<file path="config.mk">
export PLATFORM = sky130hd
export DESIGN_NAME = alu_arbiter
export DESIGN_NICKNAME = d
export VERILOG_FILES = /design/src/rtl/alu_pkg.sv /design/src/rtl/rr_arbiter2.sv /design/src/rtl/alu_arbiter.sv
export SDC_FILE = /design/constraint.sdc
export NUM_CORES = 1
export LEC_CHECK = 0
export CAP_MARGIN = 20
export CORE_AREA = 2 2 208 210
export DETAILED_ROUTE_END_ITERATION = 16
export DIE_AREA = 0 0 210 212
export SLEW_MARGIN = 20
export SYNTH_ARGS = -nofsm -noshare
export SYNTH_HDL_FRONTEND = slang
export SYNTH_HIERARCHICAL = 1
export SYNTH_SLANG_ARGS = --single-unit
</file>
<file path="constraint.sdc">
create_clock -name clk -period 16.2 [get_ports clk]
set_input_delay 3.24 -clock clk [delete_from_list [all_inputs] [get_ports clk]]
set_output_delay 3.24 -clock clk [all_outputs]
set_load 0.02 [all_outputs]
</file>
<file path="src/rtl/alu_pkg.sv">
// Shared definitions for the ALU request arbiter: ALU control encodings,
// FSM state type and a small one-hot helper.
package alu_pkg;

  localparam logic [3:0] ALU_AND = 4'b0000;
  localparam logic [3:0] ALU_OR  = 4'b0001;
  localparam logic [3:0] ALU_ADD = 4'b0010;
  localparam logic [3:0] ALU_SLL = 4'b0011;
  localparam logic [3:0] ALU_SLT = 4'b0100;
  localparam logic [3:0] ALU_SUB = 4'b0110;
  localparam logic [3:0] ALU_XOR = 4'b0111;
  localparam logic [3:0] ALU_SRL = 4'b1000;
  localparam logic [3:0] ALU_SRA = 4'b1010;

  typedef enum logic [1:0] {
    ST_IDLE = 2'd0,
    ST_EXEC = 2'd1,
    ST_RESP = 2'd2
  } state_t;

  function automatic logic [1:0] onehot2(input logic idx);
    return idx ? 2'b10 : 2'b01;
  endfunction

endpackage

</file>
<file path="src/rtl/rr_arbiter2.sv">
// Two-way arbiter: a lone requester wins; under contention the priority
// pointer picks the winner and then flips to the loser.
module rr_arbiter2
  import alu_pkg::*;
(
  input  logic       clk,
  input  logic       reset,
  input  logic       en,
  input  logic [1:0] req,
  output logic [1:0] gnt,
  output logic       gnt_idx,
  output logic       gnt_any
);

  logic ptr_q;
  logic ptr_d;

  always_comb begin
    gnt_any = en & (|req);
    gnt_idx = (req == 2'b11) ? ptr_q : req[1];
    gnt     = gnt_any ? onehot2(gnt_idx) : 2'b00;
    ptr_d   = gnt_any ? ~gnt_idx : ptr_q;
  end

  always_ff @(posedge clk or posedge reset) begin
    if (reset) begin
      ptr_q <= 1'b0;
    end else begin
      ptr_q <= ptr_d;
    end
  end

endmodule

</file>
<file path="src/rtl/alu_arbiter.sv">
// Shares one external ALU between two requesters: grant in IDLE, one cycle
// of execution, then hold the result until the owner accepts it.
module alu_arbiter
  import alu_pkg::*;
#(
  parameter int DATA_W = 64,
  parameter int NREQ   = 2
) (
  input  logic                   clk,
  input  logic                   reset,
  input  logic [NREQ-1:0]        req_valid,
  output logic [NREQ-1:0]        req_ready,
  input  logic [NREQ*DATA_W-1:0] req_a,
  input  logic [NREQ*DATA_W-1:0] req_b,
  input  logic [NREQ*4-1:0]      req_ctl,
  output logic [NREQ-1:0]        rsp_valid,
  input  logic [NREQ-1:0]        rsp_ready,
  output logic [DATA_W-1:0]      rsp_data,
  output logic                   rsp_zero,
  output logic [DATA_W-1:0]      alu_a,
  output logic [DATA_W-1:0]      alu_b,
  output logic [3:0]             alu_ctl,
  input  logic [DATA_W-1:0]      alu_out,
  input  logic                   alu_zero,
  output logic                   busy
);

  state_t            state_q, state_d;
  logic              owner_q, owner_d;
  logic [DATA_W-1:0] a_q, a_d;
  logic [DATA_W-1:0] b_q, b_d;
  logic [3:0]        ctl_q, ctl_d;
  logic [DATA_W-1:0] res_q, res_d;
  logic              zero_q, zero_d;

  logic [1:0] gnt;
  logic       gnt_idx;
  logic       gnt_any;

  // Arbitration is suppressed during reset so req_ready stays low.
  rr_arbiter2 u_arb (
    .clk     (clk),
    .reset   (reset),
    .en      ((state_q == ST_IDLE) && !reset),
    .req     (req_valid),
    .gnt     (gnt),
    .gnt_idx (gnt_idx),
    .gnt_any (gnt_any)
  );

  always_comb begin
    state_d = state_q;
    owner_d = owner_q;
    a_d     = a_q;
    b_d     = b_q;
    ctl_d   = ctl_q;
    res_d   = res_q;
    zero_d  = zero_q;
    case (state_q)
      ST_IDLE: begin
        if (gnt_any) begin
          owner_d = gnt_idx;
          a_d     = gnt_idx ? req_a[DATA_W +: DATA_W] : req_a[0 +: DATA_W];
          b_d     = gnt_idx ? req_b[DATA_W +: DATA_W] : req_b[0 +: DATA_W];
          ctl_d   = gnt_idx ? req_ctl[4 +: 4] : req_ctl[0 +: 4];
          state_d = ST_EXEC;
        end
      end
      ST_EXEC: begin
        res_d   = alu_out;
        zero_d  = alu_zero;
        state_d = ST_RESP;
      end
      ST_RESP: begin
        if (rsp_ready[owner_q]) begin
          state_d = ST_IDLE;
        end
      end
      default: state_d = ST_IDLE;
    endcase
  end

  always_ff @(posedge clk or posedge reset) begin
    if (reset) begin
      state_q <= ST_IDLE;
      owner_q <= 1'b0;
      a_q     <= '0;
      b_q     <= '0;
      ctl_q   <= '0;
      res_q   <= '0;
      zero_q  <= 1'b0;
    end else begin
      state_q <= state_d;
      owner_q <= owner_d;
      a_q     <= a_d;
      b_q     <= b_d;
      ctl_q   <= ctl_d;
      res_q   <= res_d;
      zero_q  <= zero_d;
    end
  end

  assign req_ready = gnt;
  assign rsp_valid = (state_q == ST_RESP) ? onehot2(owner_q) : 2'b00;
  assign rsp_data  = res_q;
  assign rsp_zero  = zero_q;
  assign alu_a     = a_q;
  assign alu_b     = b_q;
  assign alu_ctl   = ctl_q;
  assign busy      = (state_q != ST_IDLE);

endmodule

</file>
==> results.toml, run 1 <==
[floorplanning]
initial_core_util_pct = 22.8
core.rowCount = 76
io_pins = 537
dieHeight_um = 212
coreArea_um2 = 42500
die_area_um2 = 44500
die_w_um = 210

[sta]
hold_viol_final = 0
slew_viol_final = 0
tightest_slew_ns = 0.949
fin_skew_ns = 0.00898
fmax_ghz = 0.121
setup_tns_ns = 0
period_share_pct = 51.0
relSlewSlack_pct = 36.7
period_needed_ns = 8.27
setup_viol = 0
rsz0062_at_grt = "no"

[synthesis]
synth_seq_cells = 201
synthTopCellsByArea = "dfrtp_1 52%, mux2_2 22%, mux2_4 21%, buf_6 1.2%, buf_2 1.0%"
synth.distinct_cells = 19
synth_edf_count = 0
syn_inst = 588
yosysMostFrequentCell = "dfrtp_1"
async_reset_ff_share_pct = 100
yosys.area.top_type = "dfrtp_1"
syn_area_per_cell_um2 = 16.5
syn_area_um2 = 9690
yosys_warnings = 6
synth_nets = 923
yosys_most_used_dff = "dfrtp_1"
synthTopCellsByCount = "201 x dfrtp_1, 193 x mux2_2, 138 x mux2_4, 20 x buf_2, 10 x buf_6"
yosysTopAreaCellShare_pct = 51.9
ys_seq_area_share_pct = 51.9

[route]
via_per_inst = 4.04
drtAntennaViolNets = 0
wire_per_inst_um = 17.3
wl_um = 29200
vias = 6808
drt_iter0_drc = 177
first_pass_iters = 4
drc_errors = 0

[worst_setup_path]
cp.required_ns = 12.96
reg2reg_slack_ns = 13.22
startpoint_type = "primary input"
r2r-start = "state_q[0]"
cp-end-kind = "primary output"
worst_r2r_endpoint = "alu_a[49]"
arrival_ns = 5.03
r2r_cells = 7
crit_path_max_fanout = 5
worstSetupPathType = "in2out"

[final_layout]
stdcell_area_um2 = 16300
fin_nets = 1457
nFillCells = 4094
n_antenna_cell = 0
area_growth_pct = 68.1
drive_gt1_share_pct = 33.8
instances_no_fill = 1686

[power_and_ir_drop]
p_per_area_nw_per_um2 = 186
switchingPower_w = 0.00105
finalPower_w = 0.00303
seqPwrFrac_pct = 29.8
p_sw_share_pct = 34.7
p_leak_nw = 6.74
intPower_w = 0.00198
p_clk_share_pct = 17.3
combPwrFrac_pct = 52.9
vdd_ir_drop_max_mv = 0.0804

[clock_network]
cts_setup_buffers = 0
cts-root-buf = "clkbuf_16"
htreeDepth = 1
numCtsBuffers = 24
clock_sinks = 201
cts_resized = 0
worstSkewPairLatency_ns = 0.52
clk_path_buf_depth = 3
cts_hold_buffers = 0
path_clk_slew_ns = 0.05
cts_tree = "done"

[global_route]
grt-ovfl-total = 0
grt_pass1_vias = 7361
grt_pass1_wl_um = 43000
grt_max_degree = 85
gr-usage-all-layers_pct = 12.4
antenna_found_initial = 1

[placed_design]
post-place-cells = 1642
io_buffers = 536
dp_hpwl_um = 22300
globalplace.congestion = 0.752
placed_cell_area_um2 = 15500

[min_path]
hold_path_depth = 1
hp-start = "rsp_data[56]"
hold_class = "reg2reg"
min_to = "rsp_data[56]"

[status]
status = "finished, final reports clean"

[flow_run]
cap_violations = 0
## critical path: stages
cell             delay (ns)
clkdlybuf4s50_1        0.55
nor2_1                 0.31
nand2_1                0.09
a21oi_1                0.19
clkdlybuf4s50_1        0.65
## routing by layer
layer  global-route usage, %  routed length [um]
met1                    14.4               11500
met2                    21.6               14300
met3                    4.05                2580
met4                    4.16                 779
met5                       0                   9
## power by group through the flow
stage          Combinational, W  Clock, W  Sequential [W]
2_1_floorplan          0.000591         0         0.00121
3_3_place_gp            0.00162         0        0.000904
3_5_place_dp            0.00163         0        0.000910
4_1_cts                 0.00163  0.000552        0.000910
5_1_grt                 0.00169  0.000569        0.000942
6_report                0.00160  0.000525        0.000905
## per-stage QoR
stage	hold WS, ns	worst slack [ns]	util (%)
detailed placement	0.490	7.93	36.5
floorplan	0.464	7.51	-
global placement	0.487	7.98	36.5
finish	0.501	7.93	38.3
global route	0.513	7.81	38.3
CTS	0.504	7.90	38.3
## worst max path at each step
stage | startpoint | end | cells past startpoint
2_1_floorplan | reset | alu_a[0] | 1
3_3_place_gp | reset | req_ready[0] | 5
3_5_place_dp | reset | req_ready[0] | 5
4_1_cts | reset | req_ready[0] | 5
5_1_grt | reset | req_ready[0] | 5
6_report | reset | req_ready[0] | 5
## sequential cells by signal, summed over array words and instances (netlist names)
| register | count |
|---|---|
| rsp_data | 64 |
| alu_ctl | 4 |
| state_q | 2 |
| owner_q | 1 |
| u_arb/ptr_q | 1 |
| rsp_zero | 1 |
| alu_a | 64 |
| alu_b | 64 |
## area by class of cell
| cell class | count | area (um^2) | share of cell area (%) |
|---|---|---|---|
| Timing Repair Buffer | 545 | 5430 | 33.4 |
| Clock inverter | 12 | 103 | 0.630 |
| Clock buffer | 32 | 671 | 4.12 |
| Inverter | 3 | 18.8 | 0.115 |
| Multi-Input combinational cell | 347 | 4340 | 26.7 |
| Tap cell | 546 | 683 | 4.20 |
| Sequential cell | 201 | 5030 | 30.9 |
## layout by cell type, fill, tap and decap left out, drive strengths merged
cell and n:
a21oi 2, buf 9, o21ai 1, a31oi 1, nand2 1, clkdlybuf4s50 536
clkinv 10, mux2 331, o21a 1, and2 1, bufinv 1, clkbuf 32
dfrtp 201, clkinvlp 1, nand2b 3, or2 1, nor2 3, nor3b 1
and3 1, inv 3
## cells by family after synthesis
logic type | synth area share (%)
compound gates | 0.297
buf+inv | 3.32
flops | 51.9
mux | 43.8
simple gates | 0.620
(Power assumes the default switching activity.)
==> inputs of run 2 (changes only) <==
- CORE_AREA: 2 2 208 210 -> 2 2 209 211
- DIE_AREA: 0 0 210 212 -> 0 0 211 213
- clock period: 16.2 -> 8.63 ns (I/O delays scaled with it)
==> results.toml, run 2 (synthesis results as in run 1) <==
[worst_setup_path]
cp-end-kind = "primary output"
cp-startpoint = "reset"
critical_path_depth = 5
worst_r2r_endpoint = "alu_b[8]"
slowest_stage = "clkdlybuf4s50_1"
r2r_cells = 6
path_cells = "clkdlybuf4s50_1 -> nor2_1 -> nand2_1 -> a21oi_1 -> clkdlybuf4s50_1"
arrival_ns = 3.39
cp_num_buf_inv = 2
cp.required_ns = 6.90
r2r-start = "state_q[0]"
crit_path_max_fanout = 5
endpoint = "req_ready[0]"
critPathTopFamily = "buffers and inverters"
reg2reg_slack_ns = 5.80
worstSetupPathType = "in2out"
max_stage_delay_ns = 0.62
cpMostUsedCell = "clkdlybuf4s50_1"
startpoint_type = "primary input"

[placed_design]
globalplace.congestion = 0.770
io_buffers = 536
dp_hpwl_um = 22600
placed_cell_area_um2 = 15500

[route]
wire_per_inst_um = 17.6
wl_um = 29700
drt_iter0_drc = 190
drc_errors = 0
via_per_inst = 4.08
first_pass_iters = 4
vias = 6865
drtAntennaViolNets = 0

[sta]
relSlewSlack_pct = 24.0
fmax_ghz = 0.196
tightest_slew_ns = 1.14
period_needed_ns = 5.11
setup_viol = 0
fin_skew_ns = 0.00920
slew_viol_final = 0
period_share_pct = 59.3
rsz0062_at_grt = "no"
hold_viol_final = 0
setup_tns_ns = 0

[clock_network]
numCtsBuffers = 25
cts_tree = "done"
cts_resized = 0
clock_sinks = 201
cts_setup_buffers = 0
worstSkewPairLatency_ns = 0.52
htreeDepth = 1
clk_path_buf_depth = 3
cts_hold_buffers = 0
path_clk_slew_ns = 0.06
cts-root-buf = "clkbuf_16"

[floorplanning]
io_pins = 537
die_area_um2 = 44900
core.rowCount = 76
die_w_um = 211
initial_core_util_pct = 22.7
coreArea_um2 = 42700
dieHeight_um = 213

[final_layout]
regArea_um2 = 5030
final_common_cell = "clkdlybuf4s50_1"
n_antenna_cell = 0
stdcell_area_um2 = 16400
area_growth_pct = 69.3
fin_nets = 1455
nFillCells = 4086
multi_input_area_um2 = 4340
drive_gt1_share_pct = 34.0
layout_common_cells = "536 x clkdlybuf4s50_1, 201 x dfrtp_1, 193 x mux2_2"

[global_route]
grt_pass1_wl_um = 43000
antenna_found_initial = 0
grt-ovfl-total = 0
gr-usage-all-layers_pct = 12.5
grt_pass1_vias = 7321
grt_max_degree = 135

[power_and_ir_drop]
vdd_ir_drop_max_mv = 0.176
finalPower_w = 0.00585
p_leak_nw = 6.78
p_per_area_nw_per_um2 = 357

[flow_run]
cap_violations = 0

[min_path]
hold_class = "reg2reg"

[status]
status = "finished, final reports clean"
==> run 2: cell count changes in the layout (fill, tap and decap cells not counted) <==
| cell | previous run | this run |
|---|---|---|
| inv_6 | 0 | 1 |
| bufinv_16 | 1 | 5 |
| buf_4 | 9 | 5 |
| clkbuf_16 | 24 | 25 |
| clkinvlp_4 | 1 | 4 |
| clkinv_2 | 8 | 6 |
| clkinv_4 | 1 | 0 |
| clkinv_8 | 1 | 0 |
| clkbuf_1 | 4 | 0 |
| buf_12 | 0 | 1 |
==> run 2: report_power, final <==
| part | switching [W] | internal [W] | total, W |
|---|---|---|---|
| combinational | 0.00131 | 0.00171 | 0.00302 |
| sequential | 0.000255 | 0.00143 | 0.00169 |
| clock | 0.000420 | 0.000714 | 0.00113 |
| total | 0.00199 | 0.00386 | 0.00585 |
==> run 2: cell type report <==
cell class                      count  share of cell area, %
Clock buffer                       29                   4.15
Tap cell                          546                   4.17
Multi-Input combinational cell    347                   26.5
Clock inverter                     16                   1.34
Sequential cell                   201                   30.7
Timing Repair Buffer              542                   33.1
Inverter                            3                  0.114
==> run 2: through the flow <==
step                      hold slack, ns  setup WS, ns  cells  util [%]
after floorplan                    0.464          1.45    588         -
after global placement             0.487          3.51   1639      36.3
after detailed placement           0.491          3.53   1639      36.3
after CTS                          0.505          3.52   1684      38.4
after global routing               0.514          3.41   1684      38.4
final                              0.502          3.52   1684      38.4
==> run 2: how the worst min path moves through the flow <==
| stage | start | endpoint | cells after the start |
|---|---|---|---|
| after floorplan | u_arb/ptr_q | u_arb/ptr_q | 1 |
| after global placement | rsp_data[21] | rsp_data[21] | 1 |
| after detailed placement | alu_b[50] | alu_b[50] | 1 |
| after CTS | rsp_data[2] | rsp_data[2] | 1 |
| after global routing | rsp_data[61] | rsp_data[61] | 1 |
| final | alu_a[20] | alu_a[20] | 1 |
==> run 2: layer usage <==
metal	track usage [%]	vias up	wire, um
li1	-	3174	-
met1	14.0	3329	11400
met2	22.4	321	15000
met3	3.82	41	2570
met4	4.08	0	712
met5	0	-	0
==> inputs of run 3 (changes only) <==
- CORE_AREA: 2 2 209 211 -> 2 2 208 210
- DIE_AREA: 0 0 211 213 -> 0 0 210 212
- clock period: 8.63 -> 4.3 ns (I/O delays scaled with it)
==> results.toml, run 3 (synthesis results as in run 1) <==
[status]
status = "finished, final reports clean"

[global_route]
gr-usage-all-layers_pct = 12.5
grt-ovfl-total = 0
grt_pass1_wl_um = 43000
grt_pass1_vias = 7329
grt_max_degree = 76
antenna_found_initial = 0

[sta]
holdWs_ns = 0.501
setup_viol = 0
fin_ws_ns = 0.859
period_needed_ns = 3.44
rsz0062_at_grt = "no"
setup_tns_ns = 0
hold_viol_final = 0
slew_viol_final = 0
period_share_pct = 80.0
fmax_ghz = 0.291
tightest_slew_ns = 0.646
relSlewSlack_pct = 56.9
fin_skew_ns = 0.0195

[floorplanning]
io_pins = 537
initial_core_util_pct = 22.8
dieHeight_um = 212
die_area_um2 = 44500
core.rowCount = 76
die_w_um = 210
coreArea_um2 = 42500

[final_layout]
fin_nets = 1462
nFillCells = 4038
final_common_cell = "clkdlybuf4s50_1"
regArea_um2 = 5030
area_growth_pct = 70.1
n_antenna_cell = 0
instances_no_fill = 1690
drive_gt1_share_pct = 33.8
multi_input_area_um2 = 4340
layout_common_cells = "536 x clkdlybuf4s50_1, 201 x dfrtp_1, 193 x mux2_2"

[clock_network]
htreeDepth = 1
cts_tree = "done"
cts_setup_buffers = 0
cts_hold_buffers = 0
cts_resized = 0
worstSkewPairLatency_ns = 0.53
clock_sinks = 201
path_clk_slew_ns = 0.06
cts-root-buf = "clkbuf_16"
clk_path_buf_depth = 3
numCtsBuffers = 23

[route]
drt_iter0_drc = 92
via_per_inst = 4.05
drc_errors = 0
wire_per_inst_um = 17.3
drtAntennaViolNets = 0
vias = 6850
wl_um = 29300
first_pass_iters = 4

[power_and_ir_drop]
p_per_area_nw_per_um2 = 706
p_leak_nw = 6.82
seqPwrFrac_pct = 29.3
switchingPower_w = 0.00395
intPower_w = 0.00768
vdd_ir_drop_max_mv = 0.296
p_sw_share_pct = 34.0
p_clk_share_pct = 18.3
combPwrFrac_pct = 52.4

[worst_setup_path]
arrival_ns = 2.58
startpoint_type = "primary input"
endpoint = "req_ready[0]"
r2r-start = "state_q[0]"
cp-startpoint = "reset"
cp-end-kind = "primary output"
cp.required_ns = 3.44
worstSetupPathType = "in2out"
crit_path_max_fanout = 5
worst_r2r_endpoint = "alu_b[15]"
r2r_cells = 7
reg2reg_slack_ns = 1.59

[placed_design]
dp_slack_ns = 0.875
post-place-cells = 1648
globalplace.congestion = 0.759
io_buffers = 536
dp_hpwl_um = 22800

[flow_run]
cap_violations = 0

[min_path]
hold_class = "reg2reg"
[run 3: worst min path at each step]
stage,end,from,cells after the start
after floorplan,u_arb/ptr_q,u_arb/ptr_q,1
after global placement,rsp_data[8],rsp_data[8],1
after detailed placement,rsp_data[10],rsp_data[10],1
after CTS,rsp_data[45],rsp_data[45],1
after global routing,alu_a[47],alu_a[47],1
final,rsp_data[11],rsp_data[11],1
[run 3: layer usage]
| metal | share of wire, % | GRT usage [%] | up-vias |
|---|---|---|---|
| met2 | 52 | 23.2 | 293 |
| met3 | 7.6 | 3.46 | 32 |
| met4 | 1.9 | 3.60 | 0 |
| li1 | - | - | 3184 |
| met1 | 38 | 13.9 | 3341 |
| met5 | 0 | 0 | - |
[run 3: critical path, stage by stage]
cell	delay (ns)
clkdlybuf4s50_1	0.47
nor2_1	0.39
nand2_1	0.10
a21oi_1	0.13
clkdlybuf4s50_1	0.62
[run 3: per-stage QoR]
step | util (%) | power [W] | area [um^2]
2_1_floorplan | - | 0.00679 | 9690
3_3_place_gp | 36.8 | 0.00954 | 15700
3_5_place_dp | 36.8 | 0.00961 | 15700
4_1_cts | 38.8 | 0.0118 | 16500
5_1_grt | 38.8 | 0.0122 | 16500
6_report | 38.8 | 0.0116 | 16500
[run 3: cell type report]
type	count	area share [%]
clock inverter	6	0.812
multi-input combinational	347	26.4
clock buffer	36	4.21
sequential	201	30.5
inverter	3	0.0911
tap	546	4.15
timing repair buffer	551	33.8
[run 3: power by group through the flow]
stage	Clock, W	Sequential [W]	Combinational [W]
5_1_grt	0.00229	0.00354	0.00638
6_report	0.00213	0.00341	0.00609
3_3_place_gp	0	0.00341	0.00613
4_1_cts	0.00222	0.00343	0.00619
2_1_floorplan	0	0.00456	0.00223
3_5_place_dp	0	0.00343	0.00618
